**config.mk**
```make
export PLATFORM = sky130hd
export DESIGN_NAME = addr_step_sched
export DESIGN_NICKNAME = d
export VERILOG_FILES = /design/src/rtl/addr_step_sched.sv
export SDC_FILE = /design/constraint.sdc
export NUM_CORES = 1
export LEC_CHECK = 0
export ABC_AREA = 1
export CORE_MARGIN = 1
export CORE_UTILIZATION = 49
export DETAILED_ROUTE_END_ITERATION = 10
export HOLD_SLACK_MARGIN = 0.12
export PLACE_DENSITY = 0.93
export SYNTH_ARGS = -nofsm -noshare
export SYNTH_HDL_FRONTEND = slang
export SYNTH_SLANG_ARGS = --single-unit
```
**constraint.sdc**
```tcl
create_clock -name clk -period 2.4 [get_ports clk]
set_clock_uncertainty 0.2 [all_clocks]
set_input_delay 0.48 -clock clk [delete_from_list [all_inputs] [get_ports clk]]
set_output_delay 0.48 -clock clk [all_outputs]
set_load 0.1 [all_outputs]
```
**src/rtl/addr_step_sched.sv**
```systemverilog
// Shares one +/-1 address-step unit between two round-robin arbitrated burst requesters.
// Optional ADDR_SAT_EN: saturate the address at the ends of the range instead of wrapping.
module addr_step_sched #(
    parameter int unsigned AW = 16,
    parameter int unsigned LW = 8
) (
    input  logic          clk,
    input  logic          rst,
    input  logic [1:0]    req,
    input  logic [1:0]    dir_up,
    input  logic [AW-1:0] base0,
    input  logic [AW-1:0] base1,
    input  logic [LW-1:0] len0,
    input  logic [LW-1:0] len1,
    input  logic          abort,
    input  logic          addr_ready,
    output logic [1:0]    gnt,
    output logic          busy,
    output logic          addr_valid,
    output logic [AW-1:0] addr,
    output logic          owner,
    output logic          last,
    output logic          wrap,
    output logic [1:0]    done
);

    typedef enum logic [1:0] {
        S_IDLE  = 2'd0,
        S_BURST = 2'd1,
        S_DONE  = 2'd2
    } state_t;

    state_t        state;
    state_t        state_nxt;

    logic          rr_prio;
    logic          owner_q;
    logic          dir_q;
    logic [AW-1:0] ptr;
    logic [LW-1:0] cnt;

    logic          grant_c;
    logic          sel_c;
    logic [AW-1:0] sel_base_c;
    logic [LW-1:0] sel_len_c;
    logic          sel_dir_c;
    logic          at_edge_c;
    logic          beat_c;
    logic [AW-1:0] ptr_step_c;

    // Arbitration and address-step datapath
    always_comb begin
        sel_c      = (req == 2'b11) ? rr_prio : req[1];
        grant_c    = (state == S_IDLE) && (req != 2'b00);
        sel_base_c = sel_c ? base1 : base0;
        sel_len_c  = sel_c ? len1 : len0;
        sel_dir_c  = sel_c ? dir_up[1] : dir_up[0];
        at_edge_c  = dir_q ? (ptr == {AW{1'b1}}) : (ptr == '0);
        beat_c     = (state == S_BURST) && addr_ready && !abort;
        ptr_step_c = dir_q ? (ptr + AW'(1)) : (ptr - AW'(1));
`ifdef ADDR_SAT_EN
        if (at_edge_c) begin
            ptr_step_c = ptr;
        end
`else
`endif
    end

    // State register
    always_ff @(posedge clk) begin
        if (rst) begin
            state <= S_IDLE;
        end else begin
            state <= state_nxt;
        end
    end

    // Next-state logic
    always_comb begin
        state_nxt = state;
        case (state)
            S_IDLE: begin
                if (grant_c) begin
                    state_nxt = (sel_len_c == '0) ? S_DONE : S_BURST;
                end
            end
            S_BURST: begin
                if (abort) begin
                    state_nxt = S_IDLE;
                end else if (addr_ready && (cnt == LW'(1))) begin
                    state_nxt = S_DONE;
                end
            end
            S_DONE:  state_nxt = S_IDLE;
            default: state_nxt = S_IDLE;
        endcase
    end

    // Output decode; an abort during DONE suppresses the completion pulse
    always_comb begin
        gnt        = 2'b00;
        busy       = (state != S_IDLE);
        addr_valid = (state == S_BURST);
        addr       = ptr;
        owner      = owner_q;
        last       = (state == S_BURST) && (cnt == LW'(1));
        wrap       = (state == S_BURST) && at_edge_c;
        done       = 2'b00;
        if (grant_c) begin
            gnt = sel_c ? 2'b10 : 2'b01;
        end
        if ((state == S_DONE) && !abort) begin
            done = owner_q ? 2'b10 : 2'b01;
        end
    end

    // Burst context: latched at grant, advanced on each accepted beat
    always_ff @(posedge clk) begin
        if (rst) begin
            rr_prio <= 1'b0;
            owner_q <= 1'b0;
            dir_q   <= 1'b0;
            ptr     <= '0;
            cnt     <= '0;
        end else if (grant_c) begin
            owner_q <= sel_c;
            dir_q   <= sel_dir_c;
            ptr     <= sel_base_c;
            cnt     <= sel_len_c;
            if (req == 2'b11) begin
                rr_prio <= ~sel_c;
            end
        end else if (beat_c) begin
            ptr <= ptr_step_c;
            cnt <= cnt - LW'(1);
        end
    end

endmodule

```
# Word level (Yosys, flattened, before mapping)
# Cells that the tools add are included.
[op_classes]
add_sub_neg = 3
eq_ne = 7
mux = 19
bitwise = 1
reduce_logical = 16
[op_table]
columns = ["cell", "n"]
rows = [
  ["two-way mux 16 bit", 4],
  ["two-way mux 8 bit", 3],
  ["adder 16 x 1 -> 16 bit, second input constant", 1],
  ["equality test 16 bit, second input constant", 1],
  ["zero test 16 bit", 1],
  ["two-way mux 2 bit", 8],
  ["subtractor 16 x 1 -> 16 bit, second input constant", 1],
  ["equality test 8 x 1 -> 1 bit, second input constant", 1],
  ["zero test 8 bit", 1],
  ["subtractor 8 x 1 -> 8 bit, second input constant", 1],
  ["logical AND 1 bit", 7],
  ["nonzero test 2 bit", 3],
  ["equality test 2 bit, second input constant", 2],
  ["one-hot mux 2 bit (2 select lines)", 1],
  ["AND reduction 2 bit", 2],
  ["two-way mux 1 bit", 3],
  ["inequality test 3 x 2 -> 1 bit, second input constant", 1],
  ["equality test 2 x 1 -> 1 bit, second input constant", 1],
  ["zero test 2 bit", 1],
  ["inequality test 2 bit, second input constant", 1],
  ["zero test 1 bit", 1],
  ["NOT 1 bit", 1],
]
[word_totals]
regBits = 29
out_inout_bits = 25
word_cells = 52

# Logic depth before layout (Yosys ltp)
[logic_depth]
word_depth = 7
ltp_mapped = 11
depth_no_buf = 11

# Worst setup path after synthesis
# OpenSTA, ideal clock, no wires.
[synth_path]
path_kind = "flip-flop to output port"
start = "register ptr[9], in the netlist addr[9]"
end = "output port wrap"
arrival_ns = 2.979
t_required_ns = 1.720
setup_slack_ns = -1.259
path_stages_with_launch = 5
path_cell_list = "dfxtp_1 > inv_1 > nor4_1 > nand4_1 > a21oi_1"
[synth_between]
elab_chain_cells = 3
[synth_rtl]
columns = ["element", "line_no", "text"]
rows = [
  ["start, declared", "39", "logic [AW-1:0] ptr;"],
  ["start signal, assigned", "128", "ptr <= sel_base_c;"],
  ["start signal, assigned", "134", "ptr <= ptr_step_c;"],
  ["equality test 16 bit or zero test 16 bit (tied branches)", "58", "at_edge_c = dir_q ? (ptr == {AW{1'b1}}) : (ptr == '0);"],
  ["two-way mux 1 bit *", "58", ""],
  ["logical AND 1 bit *", "107", "wrap = (state == S_BURST) && at_edge_c;"],
  ["end, declared", "23", "output logic wrap,"],
]
# Mark *: on every way between the ends. The rest lies on a longest branch, timed or not.

# Final worst setup path
[layout_path]
start = "register ptr[15], in the netlist addr[15]"
end = "output port wrap"
# Same word-level chain as after synthesis.

==> flow_summary.toml <==
[run_status]
outcome = "finished, final reports clean"

[grt]
grt_pass1_vias = 3134
grt-ovfl-total = 0
met1_usage_pct = 36.4
antenna_found_initial = 0
use_met3_pct = 3.37
grt_usage_pct = 28.6
use_met2_pct = 50.7
grt_max_degree = 40
top_usage_layer = "met2"
grt_pass1_wl_um = 14100

[power]
clkPwrFrac_pct = 13.2
p_int_mw = 1.42
comb_power_share_pct = 65.1
power_frac_seq_pct = 21.7
p_leak_nw = 1.92
p_switching_mw = 1.67
ir_drop_uv = 556
power_density_mw_per_mm2 = 799
swShare_pct = 54.0

[detailed_routing]
post_drt_wl_per_cell_um = 13.7
drcViolationCount = 0
viasPerCell = 5.34
dr.first_iter.drc_count = 286
via_count = 3292
drtPass1Iterations = 5
wirelength_um = 8440
postRouteAntennaNets = 0

[layout]
multi_input_comb_area_mm2 = 0.00189
regArea_um2 = 592
layout.nets = 616
fin_cells = 616
areaGrowthSynthToFinish_pct = 36.4
final_util_pct = 69.9
drive_gt1_share_pct = 17.3
antennaDiodeCount = 0
fillers = 463
design_area_mm2 = 0.00387

[setup_path]
max_stage_delay_ps = 340
critPathArrivalTime_ps = 1690
crit_chain = "or2_2, nor4_2, nand4_1, a21oi_4, buf_12"
worstSetupPathType = "flip-flop to output port"
end_kind = "output port"
start_kind = "flip-flop"
slowest_stage = "dfxtp_2"
path_delay_family = "simple AND/OR/NAND/NOR gates"
cp_max_fo = 4
startpoint = "addr[15]$_SDFFE_PP0P_"
cp.buffers_inverters = 1
r2r_start = "dir_q$_SDFFE_PP0P_"
required_ps = 1720

[floorplan]
coreArea_mm2 = 0.00554
dieArea_mm2 = 0.00610
io_pins = 81
dieWidth_um = 78.1
die_h_um = 78.1
initial_core_util_pct = 51.2
row_count = 27

[placed_design]
placed_cell_area_mm2 = 0.00378
dp.cells = 608
portBuffers = 80
routabilityCongestion = 0.889
dp_hpwl_um = 6490

[synthesis]
synth_nets = 530
synth_top_flop_cell = "dfxtp_1"
ys_seq_area_share_pct = 20.4
synth_edf_count = 0
synth_compound_area_share_pct = 20.1
netlist.area_leader.share_pct = 20.4
syn_area_mm2 = 0.00284
ys_warn_count = 0
synth_area_leaders = "dfxtp_1 20%, nand2_1 18%, inv_1 10%"
synth_common_cells = "133 x nand2_1, 76 x inv_1, 30 x nand3_1, 29 x dfxtp_1, 28 x a21oi_1"
synth_top_family_by_area = "simple AND/OR/NAND/NOR gates"
yosys.area_share.simple_pct = 36.2
yosysUniqueCellTypes = 38
syn_area_per_cell_um2 = 6.21
async_reset_ff_share_pct = 0
ys_ff_latch = 29
synth.most_common_cell = "nand2_1"
syn_inst = 457
synth_mux_area_share_pct = 0
yosysTopAreaCell = "dfxtp_1"
yosys.area_share.xor_xnor_pct = 1.23
synth-adder-area-share_pct = 7.76

[sta]
slew_violations = 0
setup_violations = 0
timing.setup.tns_ps = 0
timing.slew.headroom_pct = 72.0
max_slew.worst_pin.slew_ps = 419
holdWs_ps = 297
finalCriticalPeriod_ps = 2370
rsz0062_at_grt = "yes"
fmax_ghz = 0.423
finalHoldViolCount = 0
period_share_pct = 98.6

[cts]
clock_path_buffers = 2
clk_pin_slew_worst_paths_ps = 60
clk_latency_ps = 300
cts_tree = "done"
clock_sinks = 29
numCtsBuffers = 5
htree_levels = 2
root_buffer = "clkbuf_8"

[hold_path]
min_from = "cnt[3]$_SDFFE_PP0P_"
hp-class = "flip-flop to flip-flop"

[job]
cap_viol_max_count = 0
cell type report:
| cell class | instances | area share, % |
|---|---|---|
| Sequential cell | 29 | 15.3 |
| Clock buffer | 6 | 1.87 |
| Multi-Input combinational cell | 339 | 48.7 |
| Inverter | 78 | 7.56 |
| Clock inverter | 2 | 0.259 |
| Timing Repair Buffer | 90 | 24.0 |
| Tap cell | 72 | 2.33 |
placed cells by master (no fill, tap or decap), types with 16 or more instances in the layout:
cell type / Yosys / final
a21oi_1: 28 / 27
buf_4: 0 / 26
clkdlybuf4s50_1: 0 / 54
dfxtp_1: 29 / 20
ha_1: 16 / 16
inv_1: 76 / 75
nand2_1: 133 / 133
nand3_1: 30 / 30
nor2_1: 23 / 20
o21ai_0: 27 / 27
cell families after synthesis:
group	count (synthesis)
simple gates	224
buf+inv	89
fa+ha+maj	17
xor+xnor	4
compound gates	94
flops	29
power groups by stage:
| stage | clock network (mW) | registers (mW) | logic (mW) |
|---|---|---|---|
| 2_1_floorplan | 0 | 1.04 | 1.14 |
| 5_1_grt | 0.428 | 0.679 | 2.21 |
| 4_1_cts | 0.407 | 0.667 | 2.00 |
| 3_5_place_dp | 0 | 0.675 | 1.97 |
| 3_3_place_gp | 0 | 0.671 | 1.92 |
| 6_report | 0.409 | 0.670 | 2.01 |
worst register-to-register path, cell delays in order, from the launching register on:
cell     delay, ps
dfxtp_1        390
inv_2          120
buf_4          200
ha_1           360
nand2_1        180
inv_1           60
nand2_1         60
nand2_1         40
a21oi_1        170
nand2_1         80
nand2_1         60
nand3_1         80
a21oi_1        140
metal layers:
layer	wire length (um)	vias up	part of all wire (%)
li1	-	1662	-
met1	3600	1477	43
met2	4100	131	49
met3	586	22	6.9
met4	142	0	1.7
met5	0	-	0
worst paths after layout:
path                                              end  slack (ps)  cells after the start
worst max-delay path                             wrap          30                      5
worst min-delay path              cnt[3]$_SDFFE_PP0P_         300                      2
worst max register to register  addr[13]$_SDFFE_PP0P_         180                     12
worst min register to register    cnt[3]$_SDFFE_PP0P_         300                      2
per-stage QoR:
stage	worst slack [ps]	power, mW
after floorplan	-382	2.18
after global placement	76.1	2.59
after detailed placement	18.6	2.65
after CTS	12.3	3.07
after global routing	-42.1	3.31
final	33.3	3.09
state kept, by name, indices dropped and copies added, names as in the netlist:
register and cells:
addr 16, state 2, cnt 8, dir_q 1
owner 1, rr_prio 1
timing repair:
item | CTS | global route
pin swaps | 3 | 2
hold buffers | 0 | 0
setup buffers | 0 | 0
gates resized for setup | 2 | 2
endpoints found under the setup margin | 1 | 5
No activity file was read; power rests on OpenSTA's default activity.
